===== config.mk =====
export PLATFORM = sky130hd
export DESIGN_NAME = up_copy_engine_flat
export DESIGN_NICKNAME = d
export VERILOG_FILES = /design/src/rtl/up_copy_engine_if.sv /design/src/rtl/up_copy_engine.sv /design/src/flat_wrapper.sv
export SDC_FILE = /design/constraint.sdc
export NUM_CORES = 1
export LEC_CHECK = 0
export BUFFER_PORTS_ARGS = -buffer_cell sky130_fd_sc_hd__buf_2
export CORE_ASPECT_RATIO = 0.8
export CORE_MARGIN = 2
export CORE_UTILIZATION = 55
export CTS_CLUSTER_DIAMETER = 60
export CTS_CLUSTER_SIZE = 28
export DETAILED_ROUTE_END_ITERATION = 6
export PLACE_DENSITY = 0.83
export SYNTH_ARGS = -nofsm -noshare
export SYNTH_HDL_FRONTEND = slang
export SYNTH_SLANG_ARGS = --single-unit

===== constraint.sdc =====
create_clock -name ACLK -period 3.6 [get_ports ACLK]
set_input_delay 0.36 -clock ACLK [delete_from_list [all_inputs] [get_ports ACLK]]
set_output_delay 0.36 -clock ACLK [all_outputs]
set_load 0.02 [all_outputs]

===== src/rtl/up_copy_engine_if.sv =====
// Memory port of the copy engine: PULPino-style req/gnt/rvalid with a single
// outstanding transaction. The engine is the master, the memory the slave.
interface up_copy_engine_if #(
   parameter int ADDR_WIDTH = 32,
   parameter int DATA_WIDTH = 32
);
   logic                  mem_req_o;
   logic                  mem_gnt_i;
   logic                  mem_rvalid_i;
   logic                  mem_we_o;
   logic [3:0]            mem_be_o;
   logic [ADDR_WIDTH-1:0] mem_addr_o;
   logic [DATA_WIDTH-1:0] mem_wdata_o;
   logic [DATA_WIDTH-1:0] mem_rdata_i;

   modport master (
      output mem_req_o, mem_we_o, mem_be_o, mem_addr_o, mem_wdata_o,
      input  mem_gnt_i, mem_rvalid_i, mem_rdata_i
   );

   modport slave (
      input  mem_req_o, mem_we_o, mem_be_o, mem_addr_o, mem_wdata_o,
      output mem_gnt_i, mem_rvalid_i, mem_rdata_i
   );
endinterface


===== src/rtl/up_copy_engine.sv =====
// Word-by-word memory-to-memory copy engine behind the user-plugin register block.
// Read a word, write it back, repeat; sticky completion flag gated onto the irq line.
module up_copy_engine #(
   parameter int ADDR_WIDTH = 32,
   parameter int DATA_WIDTH = 32,
   parameter int SIZE_WIDTH = 16
) (
   input  logic                  ACLK,
   input  logic                  ARESET,
   input  logic [ADDR_WIDTH-1:0] src_addr_i,
   input  logic [ADDR_WIDTH-1:0] dst_addr_i,
   input  logic [SIZE_WIDTH-1:0] size_i,
   input  logic                  int_en_i,
   input  logic                  trigger_i,
   input  logic                  clr_int_i,
   output logic                  busy_o,
   output logic                  int_pending_o,
   output logic                  int_o,
   up_copy_engine_if.master      mem
);

   typedef enum logic [2:0] {IDLE, RD_REQ, RD_WAIT, WR_REQ, WR_WAIT, DONE} state_t;

   state_t                state_q, state_d;
   logic [ADDR_WIDTH-1:0] src_q, dst_q;
   logic [SIZE_WIDTH-2:0] words_q;
   logic [SIZE_WIDTH-2:0] words_init;
   logic [1:0]            tail_q;
   logic [DATA_WIDTH-1:0] rbuf_q;
   logic                  pend_q;
   logic                  last_word;
   logic [3:0]            wr_be;

   // ceil(size/4) without a wider intermediate: whole words plus one if any tail bytes
   assign words_init = {1'b0, size_i[SIZE_WIDTH-1:2]} + (SIZE_WIDTH-1)'(|size_i[1:0]);
   assign last_word  = (words_q == (SIZE_WIDTH-1)'(1));
   assign wr_be      = (last_word && tail_q != 2'd0) ? ~(4'b1111 << tail_q) : 4'hF;

   always_ff @(posedge ACLK) begin
      if (ARESET) begin
         state_q <= IDLE;
         src_q   <= '0;
         dst_q   <= '0;
         words_q <= '0;
         tail_q  <= '0;
         rbuf_q  <= '0;
         pend_q  <= 1'b0;
      end else begin
         state_q <= state_d;
         case (state_q)
            IDLE: if (trigger_i) begin
               src_q   <= src_addr_i & ~ADDR_WIDTH'(3);
               dst_q   <= dst_addr_i & ~ADDR_WIDTH'(3);
               words_q <= words_init;
               tail_q  <= size_i[1:0];
            end
            RD_WAIT: if (mem.mem_rvalid_i) rbuf_q <= mem.mem_rdata_i;
            WR_WAIT: if (mem.mem_rvalid_i) begin
               src_q   <= src_q + ADDR_WIDTH'(4);
               dst_q   <= dst_q + ADDR_WIDTH'(4);
               words_q <= words_q - (SIZE_WIDTH-1)'(1);
            end
            default: ;
         endcase
         // completion has priority over a clear landing in the same cycle
         if (state_q == DONE)  pend_q <= 1'b1;
         else if (clr_int_i)   pend_q <= 1'b0;
      end
   end

   always_comb begin
      state_d         = state_q;
      mem.mem_req_o   = 1'b0;
      mem.mem_we_o    = 1'b0;
      mem.mem_be_o    = 4'h0;
      mem.mem_addr_o  = '0;
      mem.mem_wdata_o = '0;
      case (state_q)
         IDLE:    if (trigger_i) state_d = (size_i == '0) ? DONE : RD_REQ;
         RD_REQ: begin
            mem.mem_req_o  = 1'b1;
            mem.mem_be_o   = 4'hF;
            mem.mem_addr_o = src_q;
            if (mem.mem_gnt_i) state_d = RD_WAIT;
         end
         RD_WAIT: if (mem.mem_rvalid_i) state_d = WR_REQ;
         WR_REQ: begin
            mem.mem_req_o   = 1'b1;
            mem.mem_we_o    = 1'b1;
            mem.mem_be_o    = wr_be;
            mem.mem_addr_o  = dst_q;
            mem.mem_wdata_o = rbuf_q;
            if (mem.mem_gnt_i) state_d = WR_WAIT;
         end
         WR_WAIT: if (mem.mem_rvalid_i) state_d = last_word ? DONE : RD_REQ;
         DONE:    state_d = IDLE;
         default: state_d = IDLE;
      endcase
   end

   assign busy_o        = (state_q != IDLE);
   assign int_pending_o = pend_q;
   assign int_o         = pend_q & int_en_i;

endmodule


===== src/flat_wrapper.sv =====
// flat-port wrapper written by rule: the top's interface ports become plain ports
module up_copy_engine_flat 
#(
   parameter int ADDR_WIDTH = 32,
   parameter int DATA_WIDTH = 32,
   parameter int SIZE_WIDTH = 16
)
  (ACLK, ARESET, src_addr_i, dst_addr_i, size_i, int_en_i, trigger_i, clr_int_i, busy_o, int_pending_o, int_o, mem_mem_req_o, mem_mem_we_o, mem_mem_be_o, mem_mem_addr_o, mem_mem_wdata_o, mem_mem_gnt_i, mem_mem_rvalid_i, mem_mem_rdata_i);
  up_copy_engine_if #(.ADDR_WIDTH(ADDR_WIDTH), .DATA_WIDTH(DATA_WIDTH)) mem_i ();
  input  logic ACLK;
  input  logic ARESET;
  input  logic [ADDR_WIDTH-1:0] src_addr_i;
  input  logic [ADDR_WIDTH-1:0] dst_addr_i;
  input  logic [SIZE_WIDTH-1:0] size_i;
  input  logic int_en_i;
  input  logic trigger_i;
  input  logic clr_int_i;
  output logic busy_o;
  output logic int_pending_o;
  output logic int_o;
  output wire logic [$bits(mem_i.mem_req_o)-1:0] mem_mem_req_o;
  output wire logic [$bits(mem_i.mem_we_o)-1:0] mem_mem_we_o;
  output wire logic [$bits(mem_i.mem_be_o)-1:0] mem_mem_be_o;
  output wire logic [$bits(mem_i.mem_addr_o)-1:0] mem_mem_addr_o;
  output wire logic [$bits(mem_i.mem_wdata_o)-1:0] mem_mem_wdata_o;
  input wire logic [$bits(mem_i.mem_gnt_i)-1:0] mem_mem_gnt_i;
  input wire logic [$bits(mem_i.mem_rvalid_i)-1:0] mem_mem_rvalid_i;
  input wire logic [$bits(mem_i.mem_rdata_i)-1:0] mem_mem_rdata_i;
  assign mem_mem_req_o = mem_i.mem_req_o;
  assign mem_mem_we_o = mem_i.mem_we_o;
  assign mem_mem_be_o = mem_i.mem_be_o;
  assign mem_mem_addr_o = mem_i.mem_addr_o;
  assign mem_mem_wdata_o = mem_i.mem_wdata_o;
  assign mem_i.mem_gnt_i = mem_mem_gnt_i;
  assign mem_i.mem_rvalid_i = mem_mem_rvalid_i;
  assign mem_i.mem_rdata_i = mem_mem_rdata_i;
  up_copy_engine #(.ADDR_WIDTH(ADDR_WIDTH), .DATA_WIDTH(DATA_WIDTH), .SIZE_WIDTH(SIZE_WIDTH)) u_core (.ACLK(ACLK), .ARESET(ARESET), .src_addr_i(src_addr_i), .dst_addr_i(dst_addr_i), .size_i(size_i), .int_en_i(int_en_i), .trigger_i(trigger_i), .clr_int_i(clr_int_i), .busy_o(busy_o), .int_pending_o(int_pending_o), .int_o(int_o), .mem(mem_i));
endmodule

==> results.md, run 1 <==
* Status: complete, no violations
* Total I/O pin count at 192
* Hold Violations, Final at 0
* Via count at 7901
* Leakage at 3.580 nW
* Max-cap violations at 0
* CTS tree: done
* Starting density of the core at 55.85%
* Vert. Die Dim at 105.7 µm
* Reg area at 2263 µm²
* GP Congestion at 0.8827
* Post-CTS setup buffers at 0
* Syn Inst Count at 972
* Worst-path clk slew at 0.05 ns
* Filler cells at 1104
* DR vias/cell at 6.096
* Post-synth ARST share at 0%
* Syn avg cell area at 7.315 µm²
* Final setup viols at 0
* Design Area, Final at 8597 µm²
* Die Wd at 131.1 µm
* Total GRT Usage at 30.07%
* # clock sinks at 113
* Register area share after synthesis at 31.81%
* Worst Setup Path Type: flip-flop to output port
* Max Clock Freq at 345.4 MHz
* Final Cycle Share at 80.41%
* # hold bufs at CTS at 0
* Synth cell types at 70
* DR WL/cell at 16.68 µm
* Max-slew violation count at 0
* Footprint of the multi-input gates at 4441 µm²
* Dpl cell area at 8006 µm²
* CTS resizes at 0
* Total die area at 13860 µm²
* Worst Max-Slew Pin Slew at 1.110 ns
* CP Launch Type: flip-flop
* RSZ-0062 raised after global routing: no
* Clock Skews at 0.01033 ns
* Pre-Repair DR Iteration Count at 5
* Largest net degree at the start of global routing at 75
* DRC violation count after routing at 0
* Share of layout cells above drive strength 1 at 22.41%
* WP data required at 3.24 ns
* Critical path's largest stage delay at 0.61 ns
* Power Dens Cells at 511.5 nW/µm²
* Cell Rows at 37
* CP Max Fanout at 18
* CTS Buf Count at 17
* Layout area overhead at 20.90%
* Post-route insts no fill at 1296
* Placed cell count at 1263
* Util after Layout at 67.53%
* Post-detail-place hpwl at 14180 µm
* Ys flop type: dfxtp_1
* Clock Latency Late Sink at 0.42 ns
* Slowest CP cell: nand2b_1
* Hold Path Class: primary input to flip-flop
* # port buffers at 185
* Relative slew slack at 25.99%
* Clock Path Buffers at 2
* Remaining antenna violation count at 0
* H-tree Lvls at 4
* Initial DRC Count at 913
* Final wirelength at 21620 µm
* Commonest cells after routing, fill and taps aside: 185 x buf_2, 141 x nand2_1, 112 x dfxtp_1, 95 x a21oi_1, 92 x nor2_1
* Vias in the first global route at 6905
* Root Buffer: clkbuf_16
* VDD IR max at 330.5 µV
* First-pass GRT wire length at 34130 µm
* # nets final at 1232
* Ys Warns at 0
* CORE AREA at 12730 µm²
* Fin crit period at 2.895 ns
* Grt total ovfl at 0
* #FFs+latches synth at 113
* CP arrival at 2.53 ns
* Synthesized area at 7111 µm²
* Crit end category: output port
* EDFF count, synth at 0
* Commonest non-fill, non-tap cell in the layout: buf_2
* TNS Setup at 0 ns
* Initial antenna violation count at 1
* Cells along the critical path: nand2b_1 > buf_4 > o22ai_1 > nor2_1 > a21oi_1 > buf_2
==> cells in the mapped netlist (all sizes together) (2+ instances only) <==
| library cell | instances | area, µm² |
|---|---|---|
| o211ai | 5 | 37.54 |
| or3 | 5 | 36.28 |
| dfxtp | 113 | 2262 |
| a2bb2oi | 3 | 26.28 |
| xnor2 | 3 | 26.28 |
| or3b | 2 | 20.02 |
| nand3 | 41 | 205.2 |
| a31oi | 23 | 143.9 |
| nand2 | 142 | 535.5 |
| o2bb2ai | 2 | 17.52 |
| inv | 11 | 41.29 |
| o21ai | 50 | 250.2 |
| xor2 | 8 | 70.07 |
| nor3b | 9 | 78.83 |
| or4 | 5 | 37.54 |
| buf | 30 | 162.7 |
| nand4 | 22 | 158.9 |
| and2 | 9 | 56.30 |
| ha | 6 | 75.07 |
| nand3b | 2 | 15.01 |
| a22oi | 6 | 45.04 |
| o32ai | 3 | 26.28 |
| nand2b | 4 | 25.02 |
| a311oi | 6 | 52.55 |
| a221oi | 3 | 26.28 |
| nor4 | 17 | 142.6 |
| o22ai | 10 | 62.56 |
| mux2i | 36 | 360.4 |
| o311ai | 2 | 17.52 |
| nor3 | 25 | 125.1 |
| a21oi | 95 | 475.5 |
| a211oi | 11 | 82.58 |
| o31a | 2 | 17.52 |
| clkbuf | 55 | 210.2 |
| nor2 | 94 | 362.8 |
| o31ai | 6 | 45.04 |
| o21a | 2 | 15.01 |
| and4 | 13 | 113.9 |
| a21o | 7 | 52.55 |
| o221a | 2 | 22.52 |
| or2 | 4 | 25.02 |
| nor2b | 5 | 31.28 |
| a32o | 9 | 90.09 |
| and3 | 52 | 325.3 |
==> worst paths after layout <==
| path | from | to | slack [ns] | cells after the start |
|---|---|---|---|---|
| setup / recovery | u_core.state_q[2] | mem_mem_be_o[1] | 0.71 | 6 |
| setup reg to reg | u_core.state_q[2] | u_core.words_q[14] | 1.08 | 5 |
| hold reg to reg | u_core.rbuf_q[25] | u_core.rbuf_q[25] | 0.45 | 2 |
| hold / removal | mem_mem_rdata_i[16] | u_core.rbuf_q[16] | 0.18 | 3 |
==> flip-flops by register name (all words and copies together) (netlist names) <==
| name | flops |
|---|---|
| u_core.rbuf_q | 32 |
| u_core.dst_q | 30 |
| u_core.src_q | 30 |
| u_core.words_q | 15 |
| u_core.state_q | 3 |
| u_core.tail_q | 2 |
| u_core.int_pending_o | 1 |
==> per-layer routing <==
| metal | vias up | GRT usage (%) | routed length [µm] |
|---|---|---|---|
| met1 | 3625 | 41.56 | 9317 |
| met3 | 33 | 6.542 | 2068 |
| met2 | 420 | 46.84 | 9945 |
| li1 | 3823 | - | - |
| met5 | - | 0 | 0 |
| met4 | 0 | 9.938 | 291 |
==> critical path, delay by kind of cell, from the launching register on <==
kind | cells | cell delay [ns]
buffers and inverters | 2 | 0.54
flip-flops | 1 | 0.56
AND/OR/NAND/NOR | 2 | 0.82
AO/OA/AOI/OAI | 2 | 0.20
==> kinds of logic after synthesis <==
family | Yosys count | share of synthesized area, %
other | 1 | 0.05274
AOI/OAI and AO/OA | 253 | 21.93
adders and majority gates | 6 | 1.056
DFF | 113 | 31.81
buffers and inverters | 97 | 5.877
and+or+nand+nor | 454 | 32.69
xor gates and xnor gates | 11 | 1.355
muxes | 37 | 5.226
==> per-stage QoR <==
| step | total power, mW | worst slack (ns) | hold slack [ns] |
|---|---|---|---|
| global route | 4.593 | 0.5693 | 0.1805 |
| detailed placement | 2.690 | 1.156 | 0.4423 |
| CTS | 4.375 | 0.7448 | 0.1748 |
| floorplan | 2.384 | 1.525 | 0.4319 |
| finish | 4.398 | 0.7051 | 0.1769 |
| global placement | 2.667 | 1.147 | 0.4385 |
==> power by group <==
part           internal (mW)  switching [mW]  total (mW)
sequential              1.40           0.211        1.61
combinational          0.412           0.688        1.10
clock                   1.10           0.587        1.69
total                   2.91            1.49        4.40
==> cell type report <==
cell class                 count  share of cell area (%)
antenna                        1                 0.02911
clock buffer                  21                   5.239
clock inverter                11                   1.601
inverter                      12                  0.5239
multi-input combinational    763                   51.65
sequential                   113                   26.33
tap                          175                   2.547
timing repair buffer         200                   12.08
Power figures use the tool's default switching activity.
==> run 2, diff against run 1 <==
--- a/config.mk
+++ b/config.mk
@@ -8,11 +8,11 @@
 export BUFFER_PORTS_ARGS = -buffer_cell sky130_fd_sc_hd__buf_2
 export CORE_ASPECT_RATIO = 0.8
 export CORE_MARGIN = 2
-export CORE_UTILIZATION = 55
+export CORE_UTILIZATION = 48
 export CTS_CLUSTER_DIAMETER = 60
 export CTS_CLUSTER_SIZE = 28
 export DETAILED_ROUTE_END_ITERATION = 6
-export PLACE_DENSITY = 0.83
+export PLACE_DENSITY = 0.77
 export SYNTH_ARGS = -nofsm -noshare
 export SYNTH_HDL_FRONTEND = slang
 export SYNTH_SLANG_ARGS = --single-unit
==> constraint.sdc (replaced) <==
create_clock -name ACLK -period 2.5 [get_ports ACLK]
set_input_delay 0.25 -clock ACLK [delete_from_list [all_inputs] [get_ports ACLK]]
set_output_delay 0.25 -clock ACLK [all_outputs]
set_load 0.02 [all_outputs]
==> run 2 against run 1 <==
Against the previous run: global-route usage decreased by 2.8 points; critical path depth unchanged; worst hold slack got worse by 0.10 ns; largest cell class unchanged; largest power group is now sequential cells; register-to-register slack got worse by 0.70 ns; clock power increased by 21%; first-iteration DRC count decreased by 1.9%; utilization decreased by 7.1 points; the run now ends with design-rule violations left; setup slack got worse by 0.51 ns; non-clock buffer count increased by 17; die area increased by 14%; sequential cell count unchanged; critical path type unchanged.
==> results.md, run 2 (same netlist as run 1, synthesis figures left out) <==
* First-pass GRT wire length at 35200 µm
* Clock Latency Late Sink at 0.41 ns
* Failing checks: design-rule violations
* Via count at 7861
* Commonest non-fill, non-tap cell in the layout: buf_2
* Hold Violations, Final at 0
* Number of flip-flops under the largest register name at 32
* Worst Setup Path Type: flip-flop to output port
* RSZ-0062 raised after global routing: no
* CTS tree: done
* Reg2reg path depth at 6
* Reg2reg end: u_core.src_q[30]
* DRC violation count after routing at 15
* Remaining antenna violation count at 0
* Max-cap violations at 0
* Critical path's largest stage delay at 0.38 ns
* Initial DRC Count at 896
* Share of power burned in the clock network at 33.9%
* Clock Path Buffers at 2
* P_sw at 2.071 mW
* Total I/O pin count at 192
* CORE AREA at 14400 µm²
* Reg area at 2263 µm²
* TNS Setup at 0 ns
* CP Max Fanout at 6
* GP Congestion at 0.8908
* Starting density of the core at 49.40%
* Grt total ovfl at 0
* # clock sinks at 113
* CP arrival at 2.05 ns
* Hold_ws at 0.07650 ns
* Combinational power share at 27.8%
* Total GRT Usage at 27.25%
* Worst-path clk slew at 0.05 ns
* N_diodes at 0
* Slowest CP cell: nor4_2
* Fin crit period at 2.300 ns
* Final wirelength at 21840 µm
* Biggest register: u_core.rbuf_q
* # nets final at 1249
* Share of layout cells above drive strength 1 at 22.95%
* Filler cells at 1377
* Post-detail-place hpwl at 15260 µm
* Max Clock Freq at 434.7 MHz
* Internal at 3.979 mW
* DR WL/cell at 16.58 µm
* Flop-to-flop setup slack at 0.38 ns
* Commonest cells after routing, fill and taps aside: 185 x buf_2, 141 x nand2_1, 112 x dfxtp_1, 95 x a21oi_1, 92 x nor2_1
* Cells along the critical path: nor4_2 > nor2b_1 > nand4_1 > nor2_1 > a21oi_1 > buf_2
* Pre-Repair DR Iteration Count at 7
* Power Dens Cells at 695.2 nW/µm²
* Hold Path Class: primary input to flip-flop
* Final setup viols at 0
* Worst Max-Slew Pin Slew at 0.6811 ns
* Final Cycle Share at 92.02%
* Seq pwr share at 38.3%
* Critical Path Source: u_core.words_q[10]
* Root Buffer: clkbuf_16
* Switching Fraction at 34.23%
* Critical path destination: mem_mem_be_o[1]
* CTS Buf Count at 17
* VDD IR max at 528.9 µV
* Cell Rows at 39
* Total die area at 15810 µm²
* Vias in the first global route at 7090
* Crit end category: output port
* Status: complete, but fails checks
* Layout area overhead at 22.38%
* Die Wd at 140.1 µm
* # hold bufs at CTS at 0
* Relative slew slack at 54.31%
* WP data required at 2.25 ns
* Leakage at 3.645 nW
* Initial antenna violation count at 0
* Footprint of the multi-input gates at 4447 µm²
* H-tree Lvls at 4
* Max-slew violation count at 0
* Largest net degree at the start of global routing at 63
* RR Startpoint: u_core.src_q[2]
* CP Launch Type: flip-flop
* # port buffers at 185
* Clock Skews at 0.007059 ns
* DR vias/cell at 5.969
* Vert. Die Dim at 112.9 µm
* Util after Layout at 60.45%
* Largest regs: u_core.rbuf_q x32, u_core.dst_q x30, u_core.src_q x30
## run 2: cell types whose count changed in the layout (fill, tap and decap cells not counted), moves of 3 or more
cell and change:
clkbuf_1 +5, bufinv_16 -3, clkinv_2 -4, buf_12 +5
buf_4 +12, clkinvlp_4 -3
## run 2: layer usage
layer  GRT usage (%)  vias up  wire, µm
met2           41.77      342      9548
met3           6.983       25      1964
li1                -     3837         -
met1           38.19     3657      9967
met4           7.609        0       358
met5               0        -         0
## run 2: layout make-up
type	instances	area share, %
Clock inverter	1	0.05751
Multi-Input combinational cell	763	51.10
Timing Repair Buffer	217	14.12
Tap cell	184	2.646
Clock buffer	27	5.550
Sequential cell	113	26.01
Inverter	12	0.5176
## run 2: stage by stage
| stage | power, mW | setup slack, ns | area, µm² | cells |
|---|---|---|---|---|
| 2_1_floorplan | 3.433 | 0.5351 | 7114 | 973 |
| 3_3_place_gp | 3.951 | 0.3707 | 8208 | 1289 |
| 3_5_place_dp | 3.980 | 0.3027 | 8208 | 1289 |
| 4_1_cts | 6.030 | 0.1562 | 8696 | 1317 |
| 5_1_grt | 6.373 | 0.05563 | 8702 | 1317 |
| 6_report | 6.049 | 0.1996 | 8702 | 1317 |
## run 2: how the worst min path moves through the flow
stage,start,end,cells past startpoint
after floorplan,mem_mem_rdata_i[0],u_core.rbuf_q[0],2
after global placement,u_core.rbuf_q[25],u_core.rbuf_q[25],2
after detailed placement,u_core.rbuf_q[10],u_core.rbuf_q[10],2
after CTS,mem_mem_rdata_i[20],u_core.rbuf_q[20],3
after global routing,mem_mem_rdata_i[27],u_core.rbuf_q[27],3
final,mem_mem_rdata_i[20],u_core.rbuf_q[20],3
## run 2: critical path, delay by kind of cell (launching register included)
kind	cells	cell delay, ns
and+or+nand+nor	4	1.02
buffers and inverters	1	0.16
DFF	1	0.36
AOI/OAI and AO/OA	1	0.10
## run 2: power groups by stage
stage	clock [mW]	combinational (mW)	sequential, mW
final	2.05	1.68	2.32
after global routing	2.17	1.86	2.34
after CTS	2.08	1.66	2.30
after detailed placement	0	1.65	2.33
after global placement	0	1.63	2.32
after floorplan	0	1.21	2.22
## run 2: timing repair
item | 4_1_cts | 5_1_grt
endpoints found under the setup margin | 0 | 2
buffers inserted | 0 | 0
gates resized for setup | 0 | 1
